===== src/rtl/imem_boot_loader_pkg.sv =====
// Shared definitions for the instruction-memory boot loader: FSM states,
// error codes and memory geometry.
package imem_boot_loader_pkg;

  localparam int unsigned IMEM_DEPTH_WORDS = 256;

  typedef enum logic [2:0] {
    ST_IDLE    = 3'd0,
    ST_LEN_HI  = 3'd1,
    ST_LEN_LO  = 3'd2,
    ST_DATA_HI = 3'd3,
    ST_DATA_LO = 3'd4,
    ST_CHECK   = 3'd5,
    ST_DONE    = 3'd6,
    ST_ERROR   = 3'd7
  } state_e;

  localparam logic [1:0] ERR_NONE    = 2'd0;
  localparam logic [1:0] ERR_LEN     = 2'd1;
  localparam logic [1:0] ERR_CSUM    = 2'd2;
  localparam logic [1:0] ERR_TIMEOUT = 2'd3;

  // States that consume the byte stream; also the states where the CPU address port is owned
  function automatic logic is_busy_state(input state_e s);
    case (s)
      ST_LEN_HI, ST_LEN_LO, ST_DATA_HI, ST_DATA_LO, ST_CHECK: return 1'b1;
      default:                                                return 1'b0;
    endcase
  endfunction

endpackage


===== src/rtl/imem_boot_loader_timeout.sv =====
// Idle-cycle watchdog for the loader: cleared on every transfer or new load,
// flags expiry on the cycle the idle count reaches TIMEOUT_CYC.
module boot_timeout_counter #(
  parameter int unsigned TIMEOUT_CYC = 65535
) (
  input  logic i_clk,
  input  logic i_rst,
  input  logic i_clear,
  input  logic i_enable,
  output logic o_expired
);

  localparam int unsigned CW = (TIMEOUT_CYC < 2) ? 1 : $clog2(TIMEOUT_CYC + 1);
  localparam logic [CW-1:0] LAST_IDLE = CW'(TIMEOUT_CYC - 1);

  logic [CW-1:0] r_count;

  assign o_expired = i_enable & (r_count == LAST_IDLE);

  // Idle-cycle counter; clear has priority so a transfer always resets the window
  always_ff @(posedge i_clk) begin
    if (i_rst) begin
      r_count <= {CW{1'b0}};
    end else if (i_clear) begin
      r_count <= {CW{1'b0}};
    end else if (i_enable) begin
      r_count <= r_count + {{(CW-1){1'b0}}, 1'b1};
    end
  end

endmodule


===== src/rtl/imem_boot_loader.sv =====
// Boot loader: receives a length-prefixed, XOR-checked byte frame, writes it
// as 16-bit words to instruction memory and releases the CPU on success.
module imem_boot_loader
  import imem_boot_loader_pkg::*;
#(
  parameter int unsigned DEPTH_WORDS = IMEM_DEPTH_WORDS,
  parameter int unsigned TIMEOUT_CYC = 65535
) (
  input  logic        i_clk,
  input  logic        i_rst,
  input  logic        i_start,
  input  logic        i_rx_valid,
  input  logic [7:0]  i_rx_data,
  output logic        o_rx_ready,
  input  logic [8:0]  i_fetch_addr,
  output logic [8:0]  o_mem_addr,
  output logic        o_imem_we,
  output logic [15:0] o_imem_wdata,
  output logic        o_cpu_hold,
  output logic        o_busy,
  output logic        o_done,
  output logic [1:0]  o_err
);

  localparam logic [15:0] W_DEPTH = 16'(DEPTH_WORDS);

  state_e      r_state;
  state_e      w_state_nxt;
  logic [7:0]  r_len_hi;
  logic [8:0]  r_len;
  logic [7:0]  r_hi;
  logic [7:0]  r_csum;
  logic [8:0]  r_word_idx;
  logic        r_we;
  logic [15:0] r_wdata;
  logic        r_cpu_hold;
  logic        r_done;
  logic [1:0]  r_err;

  logic        w_busy;
  logic        w_xfer;
  logic        w_start_acc;
  logic        w_expired;
  logic        w_err_set;
  logic [1:0]  w_err_code;
  logic [15:0] w_len_full;

  assign w_busy      = is_busy_state(r_state);
  assign w_xfer      = i_rx_valid & w_busy;
  assign w_start_acc = i_start & ~w_busy;
  assign w_len_full  = {r_len_hi, i_rx_data};

  boot_timeout_counter #(
    .TIMEOUT_CYC (TIMEOUT_CYC)
  ) u_timeout (
    .i_clk     (i_clk),
    .i_rst     (i_rst),
    .i_clear   (w_start_acc | w_xfer),
    .i_enable  (w_busy & ~w_xfer),
    .o_expired (w_expired)
  );

  // Next-state and error-code selection; expiry implies no transfer this cycle
  always_comb begin
    w_state_nxt = r_state;
    w_err_set   = 1'b0;
    w_err_code  = ERR_NONE;
    if (w_expired) begin
      w_state_nxt = ST_ERROR;
      w_err_set   = 1'b1;
      w_err_code  = ERR_TIMEOUT;
    end else begin
      case (r_state)
        ST_IDLE, ST_DONE, ST_ERROR: begin
          if (i_start) w_state_nxt = ST_LEN_HI;
          else         w_state_nxt = r_state;
        end
        ST_LEN_HI: begin
          if (w_xfer) w_state_nxt = ST_LEN_LO;
          else        w_state_nxt = r_state;
        end
        ST_LEN_LO: begin
          if (!w_xfer) begin
            w_state_nxt = r_state;
          end else if (w_len_full == 16'd0) begin
            w_state_nxt = ST_CHECK;
          end else if (w_len_full > W_DEPTH) begin
            w_state_nxt = ST_ERROR;
            w_err_set   = 1'b1;
            w_err_code  = ERR_LEN;
          end else begin
            w_state_nxt = ST_DATA_HI;
          end
        end
        ST_DATA_HI: begin
          if (w_xfer) w_state_nxt = ST_DATA_LO;
          else        w_state_nxt = r_state;
        end
        ST_DATA_LO: begin
          // word_idx still points at this word; it advances during the write cycle
          if (!w_xfer)                           w_state_nxt = r_state;
          else if (r_word_idx + 9'd1 == r_len)   w_state_nxt = ST_CHECK;
          else                                   w_state_nxt = ST_DATA_HI;
        end
        ST_CHECK: begin
          if (!w_xfer) begin
            w_state_nxt = r_state;
          end else if (i_rx_data == r_csum) begin
            w_state_nxt = ST_DONE;
          end else begin
            w_state_nxt = ST_ERROR;
            w_err_set   = 1'b1;
            w_err_code  = ERR_CSUM;
          end
        end
        default: w_state_nxt = ST_IDLE;
      endcase
    end
  end

  // State, datapath and sticky status registers
  always_ff @(posedge i_clk) begin
    if (i_rst) begin
      r_state    <= ST_IDLE;
      r_len_hi   <= 8'd0;
      r_len      <= 9'd0;
      r_hi       <= 8'd0;
      r_csum     <= 8'd0;
      r_word_idx <= 9'd0;
      r_we       <= 1'b0;
      r_wdata    <= 16'd0;
      r_cpu_hold <= 1'b1;
      r_done     <= 1'b0;
      r_err      <= ERR_NONE;
    end else begin
      r_state <= w_state_nxt;
      r_we    <= 1'b0;
      if (w_start_acc) begin
        r_done     <= 1'b0;
        r_err      <= ERR_NONE;
        r_csum     <= 8'd0;
        r_word_idx <= 9'd0;
        r_cpu_hold <= 1'b1;
      end
      if (w_xfer) begin
        case (r_state)
          ST_LEN_HI: r_len_hi <= i_rx_data;
          ST_LEN_LO: r_len    <= w_len_full[8:0];
          ST_DATA_HI: begin
            r_hi   <= i_rx_data;
            r_csum <= r_csum ^ i_rx_data;
          end
          ST_DATA_LO: begin
            r_we    <= 1'b1;
            r_wdata <= {r_hi, i_rx_data};
            r_csum  <= r_csum ^ i_rx_data;
          end
          default: ;
        endcase
      end
      if (r_we) begin
        r_word_idx <= r_word_idx + 9'd1;
      end
      if ((w_state_nxt == ST_DONE) && (r_state != ST_DONE)) begin
        r_done     <= 1'b1;
        r_cpu_hold <= 1'b0;
      end
      if (w_err_set) begin
        r_err <= w_err_code;
      end
    end
  end

  assign o_rx_ready   = w_busy;
  assign o_busy       = w_busy;
  assign o_mem_addr   = w_busy ? {r_word_idx[7:0], 1'b0} : i_fetch_addr;
  assign o_imem_we    = r_we;
  assign o_imem_wdata = r_wdata;
  assign o_cpu_hold   = r_cpu_hold;
  assign o_done       = r_done;
  assign o_err        = r_err;

endmodule


===== config.mk =====
export PLATFORM = sky130hd
export DESIGN_NAME = imem_boot_loader
export DESIGN_NICKNAME = d
export VERILOG_FILES = /design/src/rtl/imem_boot_loader_pkg.sv /design/src/rtl/imem_boot_loader_timeout.sv /design/src/rtl/imem_boot_loader.sv
export SDC_FILE = /design/constraint.sdc
export NUM_CORES = 1
export LEC_CHECK = 0
export BUFFER_PORTS_ARGS = -buffer_cell sky130_fd_sc_hd__buf_2
export CAP_MARGIN = 20
export CELL_PAD_IN_SITES_DETAIL_PLACEMENT = 1
export CELL_PAD_IN_SITES_GLOBAL_PLACEMENT = 2
export CORE_AREA = 2 2 80 158
export CTS_CLUSTER_DIAMETER = 50
export DETAILED_ROUTE_END_ITERATION = 16
export DIE_AREA = 0 0 82 160
export PLACE_DENSITY_LB_ADDON = 0.1
export SLEW_MARGIN = 20
export SYNTH_ARGS = -nofsm -noshare
export SYNTH_HDL_FRONTEND = slang
export SYNTH_SLANG_ARGS = --single-unit

===== constraint.sdc =====
create_clock -name i_clk -period 3 [get_ports i_clk]
set_input_delay 0.3 -clock i_clk [delete_from_list [all_inputs] [get_ports i_clk]]
set_output_delay 0.3 -clock i_clk [all_outputs]
set_load 0.01 [all_outputs]

# Word-level counts from Yosys, hierarchy flattened
# Index checks and enable logic that the tools add are counted.
# totals
n_memories	0
romBits	0
latchBits	0
ff_bits	82
inputBits	21
mem_bits_rw	0
# classes
n_div	0
n_eq_ne	12
bitwise_logic	8
reduce_logical	15
n_shift	0
mul	0
addsub	2
muxes	40
magnitude_cmp	1
# ops
op	n
$mux W3	10
$mux W9	3
$mux W8	3
$pmux W3 S6	1
$add A16 B1 Y16 const B	1
$eq A16 B16 Y1 const B	1
$gt A16 B9 Y1 const B	1
$logic_not A16 Y1	1
$mux W1	16
$eq A3 B3 Y1 const B	5
$mux W2	5
$add A9 B1 Y9 const B	1
$eq A9 B9 Y1	1
$eq A8 B8 Y1	1
$reduce_and A2 Y1	4
$xor A8 B8 Y8	1
$eq A3 B2 Y1 const B	2
$reduce_bool A2 Y1	3
$reduce_or A2 Y1	3
$reduce_or A5 Y1	1
$and A1 B1 Y1	4
$pmux W2 S2	1
$eq A3 B1 Y1 const B	1
$logic_not A3 Y1	1
other kinds (6)	7

# Depth between registers and ports, before layout
# depth
word_depth	11
depth_mapped	8
mapped_depth_nobuf	7

# Cells and area by module
# From an unflattened synthesis, not the netlist that was laid out.
# unflattened
hier_cells	538
hier_area_um2	4147.7
# modules_own_cells
module	area_each_um2	seq_area_each_um2	cells_per_inst	instances
imem_boot_loader	3331.9	1321.3	445	1
boot_timeout_counter	815.8	320.3	93	1

# Worst setup path after synthesis
# OpenSTA, ideal clock, no wires.
# synth_path
kind	reg-to-reg
from	register r_word_idx[0]
to	register r_cpu_hold, in the netlist o_cpu_hold
period_less_slack_ps	2160
slack_ps	840
n_path_buf	1
path_stages_with_launch	9
arrival_ps	2043
path_cell_list	dfxtp_1 -> ha_1 -> clkbuf_1 -> and3_1 -> and3_1 -> xnor2_1 -> nand4_1 -> or4_1 -> a22o_1
# synth_between
elab_chain_cells	9
elab_cells_between_ends	10
# synth_rtl
element	line_no	source
from (decl)	imem_boot_loader.sv:33	logic [8:0] r_word_idx;
from (signal assigned)	imem_boot_loader.sv:162	r_word_idx <= r_word_idx + 9'd1;
$add A9 B1 Y9 (*)	imem_boot_loader.sv:102	else if (r_word_idx + 9'd1 == r_len) w_state_nxt = ST_CHECK;
$eq A9 B9 Y1 (*)	imem_boot_loader.sv:102	
$mux W3 (*)	imem_boot_loader.sv:102	
$mux W3 (*)	imem_boot_loader.sv:101	if (!w_xfer) w_state_nxt = r_state;
$pmux W3 S6 (*)	imem_boot_loader.sv:73	case (r_state)
$mux W3 (*)	imem_boot_loader.sv:68	if (w_expired) begin
$eq A3 B3 Y1 (*)	imem_boot_loader.sv:164	if ((w_state_nxt == ST_DONE) && (r_state != ST_DONE)) begin
$logic_and A1 B1 Y1 (*)	imem_boot_loader.sv:164	
$mux W1 or $reduce_bool A2 Y1 (tied branches)	-	
to (signal assigned)	imem_boot_loader.sv:132	r_cpu_hold <= 1'b1;
to (signal assigned)	imem_boot_loader.sv:143	r_cpu_hold <= 1'b1;
to (signal assigned)	imem_boot_loader.sv:166	r_cpu_hold <= 1'b0;
to (decl)	imem_boot_loader.sv:36	logic r_cpu_hold;
# Every way passes the cells marked *; elsewhere a longest branch is shown, timed or not.
# A chain may end at the register's enable or synchronous reset.

# Worst setup path after layout
# layout_path
from	register r_state[0]
to	output port o_mem_addr[1]
# layout_between
elab_chain_cells	4
elab_cells_between_ends	8
# layout_rtl
element	line_no	source
from (decl)	imem_boot_loader.sv:27	state_e r_state;
from (signal assigned)	imem_boot_loader.sv:136	r_state <= w_state_nxt;
$eq A3 B3 Y1, or another cell as far along	imem_boot_loader_pkg.sv:25	case (s)
$reduce_or A5 Y1 (*)	imem_boot_loader_pkg.sv:25	
$mux W1 (*)	imem_boot_loader_pkg.sv:25	
$mux W9 (*)	imem_boot_loader.sv:176	assign o_mem_addr = w_busy ? {r_word_idx[7:0], 1'b0} : i_fetch_addr;
to (decl)	imem_boot_loader.sv:16	output logic [8:0] o_mem_addr,
# Marked as above.

==> tab_implementation.tex <==
\begin{tabular}{lr}
\hline
Metric & Value \\
\hline
\multicolumn{2}{l}{\textbf{Status}} \\
\quad Status & complete, no violations \\
\multicolumn{2}{l}{\textbf{Place}} \\
\quad Placed Area & $\sim$4300 µm² \\
\quad Final Wtd Congestion & between 0.7 and 0.8 \\
\quad DP Wirelength & a little under 8000 µm \\
\quad Number of buffer cells added on primary ports & 52 \\
\multicolumn{2}{l}{\textbf{Global route}} \\
\quad Initial antenna violation count & 0 \\
\quad GR peak layer & met2 \\
\quad Global router's overall resource usage & 0.182 \\
\quad Number of global-route vias before repair & about 3,400 \\
\quad Maximum number of pins on one net before global-route repair & a little under 70 \\
\quad Wire length of the first global-routing pass & 18,100 µm \\
\quad Met1 layer usage reported by global route & 0.226 \\
\quad Met3 Use GR & 0.0288 \\
\quad Grt total ovfl & 0 \\
\quad GR Layer Usage met2 & 0.312 \\
\multicolumn{2}{l}{\textbf{Worst setup path}} \\
\quad Depth of the worst register-to-register path & 7 \\
\quad Capture point of the worst reg-to-reg path & o\_cpu\_hold\$\_SDFFE\_PP1P\_ \\
\quad Origin of the critical flop-to-flop path & r\_word\_idx[0]\$\_SDFFE\_PP0P\_ \\
\quad Crit path launch type & flop \\
\quad Type of the setup path with the least slack & reg2out \\
\quad Data required time at the worst endpoint & 2.70 ns \\
\quad Arrival time of the worst setup path & 2.38 ns \\
\quad Worst-path fanout max & 17 \\
\quad Nature of the critical path endpoint & primary output \\
\quad Register-to-Register Setup Slack & 0.67 ns \\
\multicolumn{2}{l}{\textbf{Layout}} \\
\quad Number of nets in the final layout & 564 \\
\quad Top library cells by usage in the layout, fill and taps aside & nand2\_1, dfxtp\_1, a21oi\_1 \\
\quad Count of antenna diodes in the layout & 0 \\
\quad Area of the multi-input gates & 2140 µm² \\
\quad Most common library cell in the layout ignoring fill and taps & nand2\_1 \\
\quad Seq. cell area & 1640 µm² \\
\quad FILL cells & about 1,500 \\
\quad Final non-filler cell area & around 4600 µm² \\
\quad Ratio of cells with drive above 1 in the final layout & 0.171 \\
\quad Synthesis-to-finish area growth & 16.8\% \\
\multicolumn{2}{l}{\textbf{CTS}} \\
\quad Clock-pin slew on the worst setup and hold paths & 0.06 ns \\
\quad Sink Count & 82 \\
\quad Maximum level of the CTS H-tree & 3 \\
\quad Gates resized, CTS repair & 0 \\
\quad Hold\_buf cts & 0 \\
\quad Post-CTS setup buffers & 0 \\
\quad Clk\_lat worst skew & 0.34 ns \\
\quad Root buffer cell & clkbuf\_16 \\
\quad Number of buffers inserted during clock tree synthesis & 9 \\
\quad CTS tree & done \\
\quad Maximum count of clock buffers along a single path & 2 \\
\multicolumn{2}{l}{\textbf{Timing}} \\
\quad Hold violation total from the final report & 0 \\
\quad Crit share post-route & 0.893 \\
\quad Final sum of negative setup slack & 0 ns \\
\quad Slew @ Worst Pin & approximately 0.76 ns \\
\quad Final clock skew & approximately 0.0082 ns \\
\quad Fmax & about 370 MHz \\
\quad Time the final worst path needs with I/O delays and setup & 2.68 ns \\
\quad Setup repair after global routing missed its margin & no \\
\quad Number of pins exceeding their max-slew limit in the final report & 0 \\
\quad Max\_slew headroom & 0.493 \\
\quad Endpoints failing setup & 0 \\
\multicolumn{2}{l}{\textbf{Routing}} \\
\quad Detailed Route Iter0 Violations & 105 \\
\quad Detailed Route WL & 11,100 µm \\
\quad Avg WL per Cell & approximately 16 µm \\
\quad Via Count & approximately 3,500 \\
\quad Number of vias per cell & 5.05 \\
\quad Number of nets with antenna violations after routing & 0 \\
\quad Remaining routing DRC violations & 0 \\
\quad First-pass iteration count of the detailed router & 4 \\
\multicolumn{2}{l}{\textbf{Min path}} \\
\quad Launch point of the worst hold path & i\_rx\_data[3] \\
\quad Worst Hold Class & in2reg \\
\quad End point of the most critical hold path & r\_len[3]\$\_SDFFE\_PP0P\_ \\
\quad Min-Delay Path Depth & 3 \\
\multicolumn{2}{l}{\textbf{Power}} \\
\quad Worst vdd rail ir drop & 0.000288 V \\
\quad Leakage power total & between 1.5 and 2 nW \\
\quad Total power per unit cell area & approximately 540 nW/µm² \\
\multicolumn{2}{l}{\textbf{Synthesis}} \\
\quad \#FFs+latches synth & 82 \\
\quad Mean Syn Cell Area & approximately 7.9 µm² \\
\quad Synth warn & 0 \\
\quad Nets in the synthesized netlist & roughly 520 \\
\quad Instance count of the mapped netlist & 500 \\
\quad Synth Cell Area & about 4000 µm² \\
\quad Number of distinct library cell variants in the gate-level netlist after synthesis & 45 \\
\quad Register area share after synthesis & 0.414 \\
\multicolumn{2}{l}{\textbf{Floorplan}} \\
\quad Number of cell rows & 57 \\
\quad Die Outline Area & 13,100 µm² \\
\quad Boundary Pins & 53 \\
\quad Die extent in y & between 150 and 200 µm \\
\quad Initial cell density of the core & 0.331 \\
\quad Die extent in x & between 80 and 90 µm \\
\quad Core area & 12,000 µm² \\
\multicolumn{2}{l}{\textbf{Flow run}} \\
\quad Max-capacitance violation count & 0 \\
\hline
\end{tabular}
==> critical path, stage by stage (launching register included) <==
cell and delay [ns]:
dfxtp_1 0.64, or3_4 0.23, and2_1 0.60, mux2_2 0.42, buf_2 0.14
==> flip-flops by register name (all words and copies together) (netlist names) <==
| register | count |
|---|---|
| o_imem_we | 1 |
| o_cpu_hold | 1 |
| o_done | 1 |
| r_hi | 8 |
| r_word_idx | 9 |
| r_state | 3 |
| r_csum | 8 |
| o_err | 2 |
| r_len | 9 |
| u_timeout.r_count | 16 |
| o_imem_wdata | 16 |
| r_len_hi | 8 |
==> per-stage QoR <==
| stage | total power, mW | std cells | hold WS [ns] | setup WS, ns | utilization |
|---|---|---|---|---|---|
| 3_5_place_dp | 1.43 | 676 | 0.445 | 0.614 | 0.362 |
| 6_report | 2.51 | 690 | 0.286 | 0.320 | 0.387 |
| 2_1_floorplan | 1.33 | 500 | 0.384 | 0.840 | - |
| 3_3_place_gp | 1.43 | 676 | 0.442 | 0.697 | 0.362 |
| 5_1_grt | 2.62 | 690 | 0.308 | 0.164 | 0.387 |
| 4_1_cts | 2.56 | 690 | 0.285 | 0.271 | 0.387 |
==> logic make-up after synthesis <==
kind of cell             synth area share
multiplexers                       0.0281
XOR/XNOR                           0.0817
buffers and inverters              0.0476
adder cells (fa/ha/maj)           0.00946
flip-flops                          0.414
AND/OR/NAND/NOR                     0.282
AO/OA/AOI/OAI                       0.138
==> power breakdown <==
part / leakage (nW) / total [mW] / switching, mW / internal [mW]
sequential: 0.662 / 1.13 / 0.0222 / 1.11
clock: 0.137 / 1.11 / 0.454 / 0.660
combinational: 0.942 / 0.272 / 0.164 / 0.108
==> per-layer routing <==
layer	vias to the layer above	wire length, µm
met5	-	0
met4	0	181
met3	11	255
met2	43	5580
met1	1653	5090
li1	1776	-
==> cell usage after synthesis (all sizes together) <==
cell type / number / area (µm²)
nand2: 98 / 368
dfxtp: 82 / 1640
a21oi: 66 / 330
nor2: 45 / 169
xor2: 25 / 219
clkbuf: 21 / 78.8
o21ai: 18 / 90.1
buf: 15 / 95.1
nor3b: 13 / 97.6
nand3: 12 / 60.1
xnor2: 12 / 105
mux2: 9 / 101
nand4: 9 / 56.3
and3: 7 / 43.8
nand3b: 7 / 52.6
nor2b: 7 / 43.8
nor3: 6 / 30.0
nor4: 5 / 31.3
and2: 4 / 25.0
and4: 4 / 37.5
inv: 4 / 15.0
a21o: 3 / 22.5
a31oi: 3 / 18.8
ha: 3 / 37.5
or3: 3 / 23.8
a211oi: 2 / 15.0
a22oi: 2 / 15.0
and3b: 2 / 17.5
nand2b: 2 / 12.5
or4: 2 / 15.0
a2111oi: 1 / 27.5
a221oi: 1 / 8.76
a22o: 1 / 8.76
and4b: 1 / 10.0
mux2i: 1 / 10.0
nand4b: 1 / 8.76
nor4b: 1 / 8.76
o41ai: 1 / 8.76
or2: 1 / 6.26
==> how the worst max path moves through the flow <==
stage / slack (ns) / endpoint / cells after the start / from
floorplan: 0.84 / o_cpu_hold$_SDFFE_PP1P_ / 8 / r_word_idx[0]$_SDFFE_PP0P_
global placement: 0.70 / o_mem_addr[1] / 4 / r_state[0]$_SDFF_PP0_
detailed placement: 0.61 / u_timeout.r_count[9]$_SDFFE_PP0P_ / 5 / r_state[0]$_SDFF_PP0_
CTS: 0.27 / o_mem_addr[1] / 4 / r_state[0]$_SDFF_PP0_
global route: 0.16 / o_mem_addr[1] / 4 / r_state[0]$_SDFF_PP0_
finish: 0.32 / o_mem_addr[1] / 4 / r_state[0]$_SDFF_PP0_
==> area by class of cell <==
type,count,area share
multi-input combinational,378,0.462
sequential,82,0.354
timing repair buffer,65,0.0773
clock buffer,10,0.0516
tap,147,0.0397
clock inverter,4,0.0116
inverter,4,0.00324
Power figures use the tool's default switching activity.
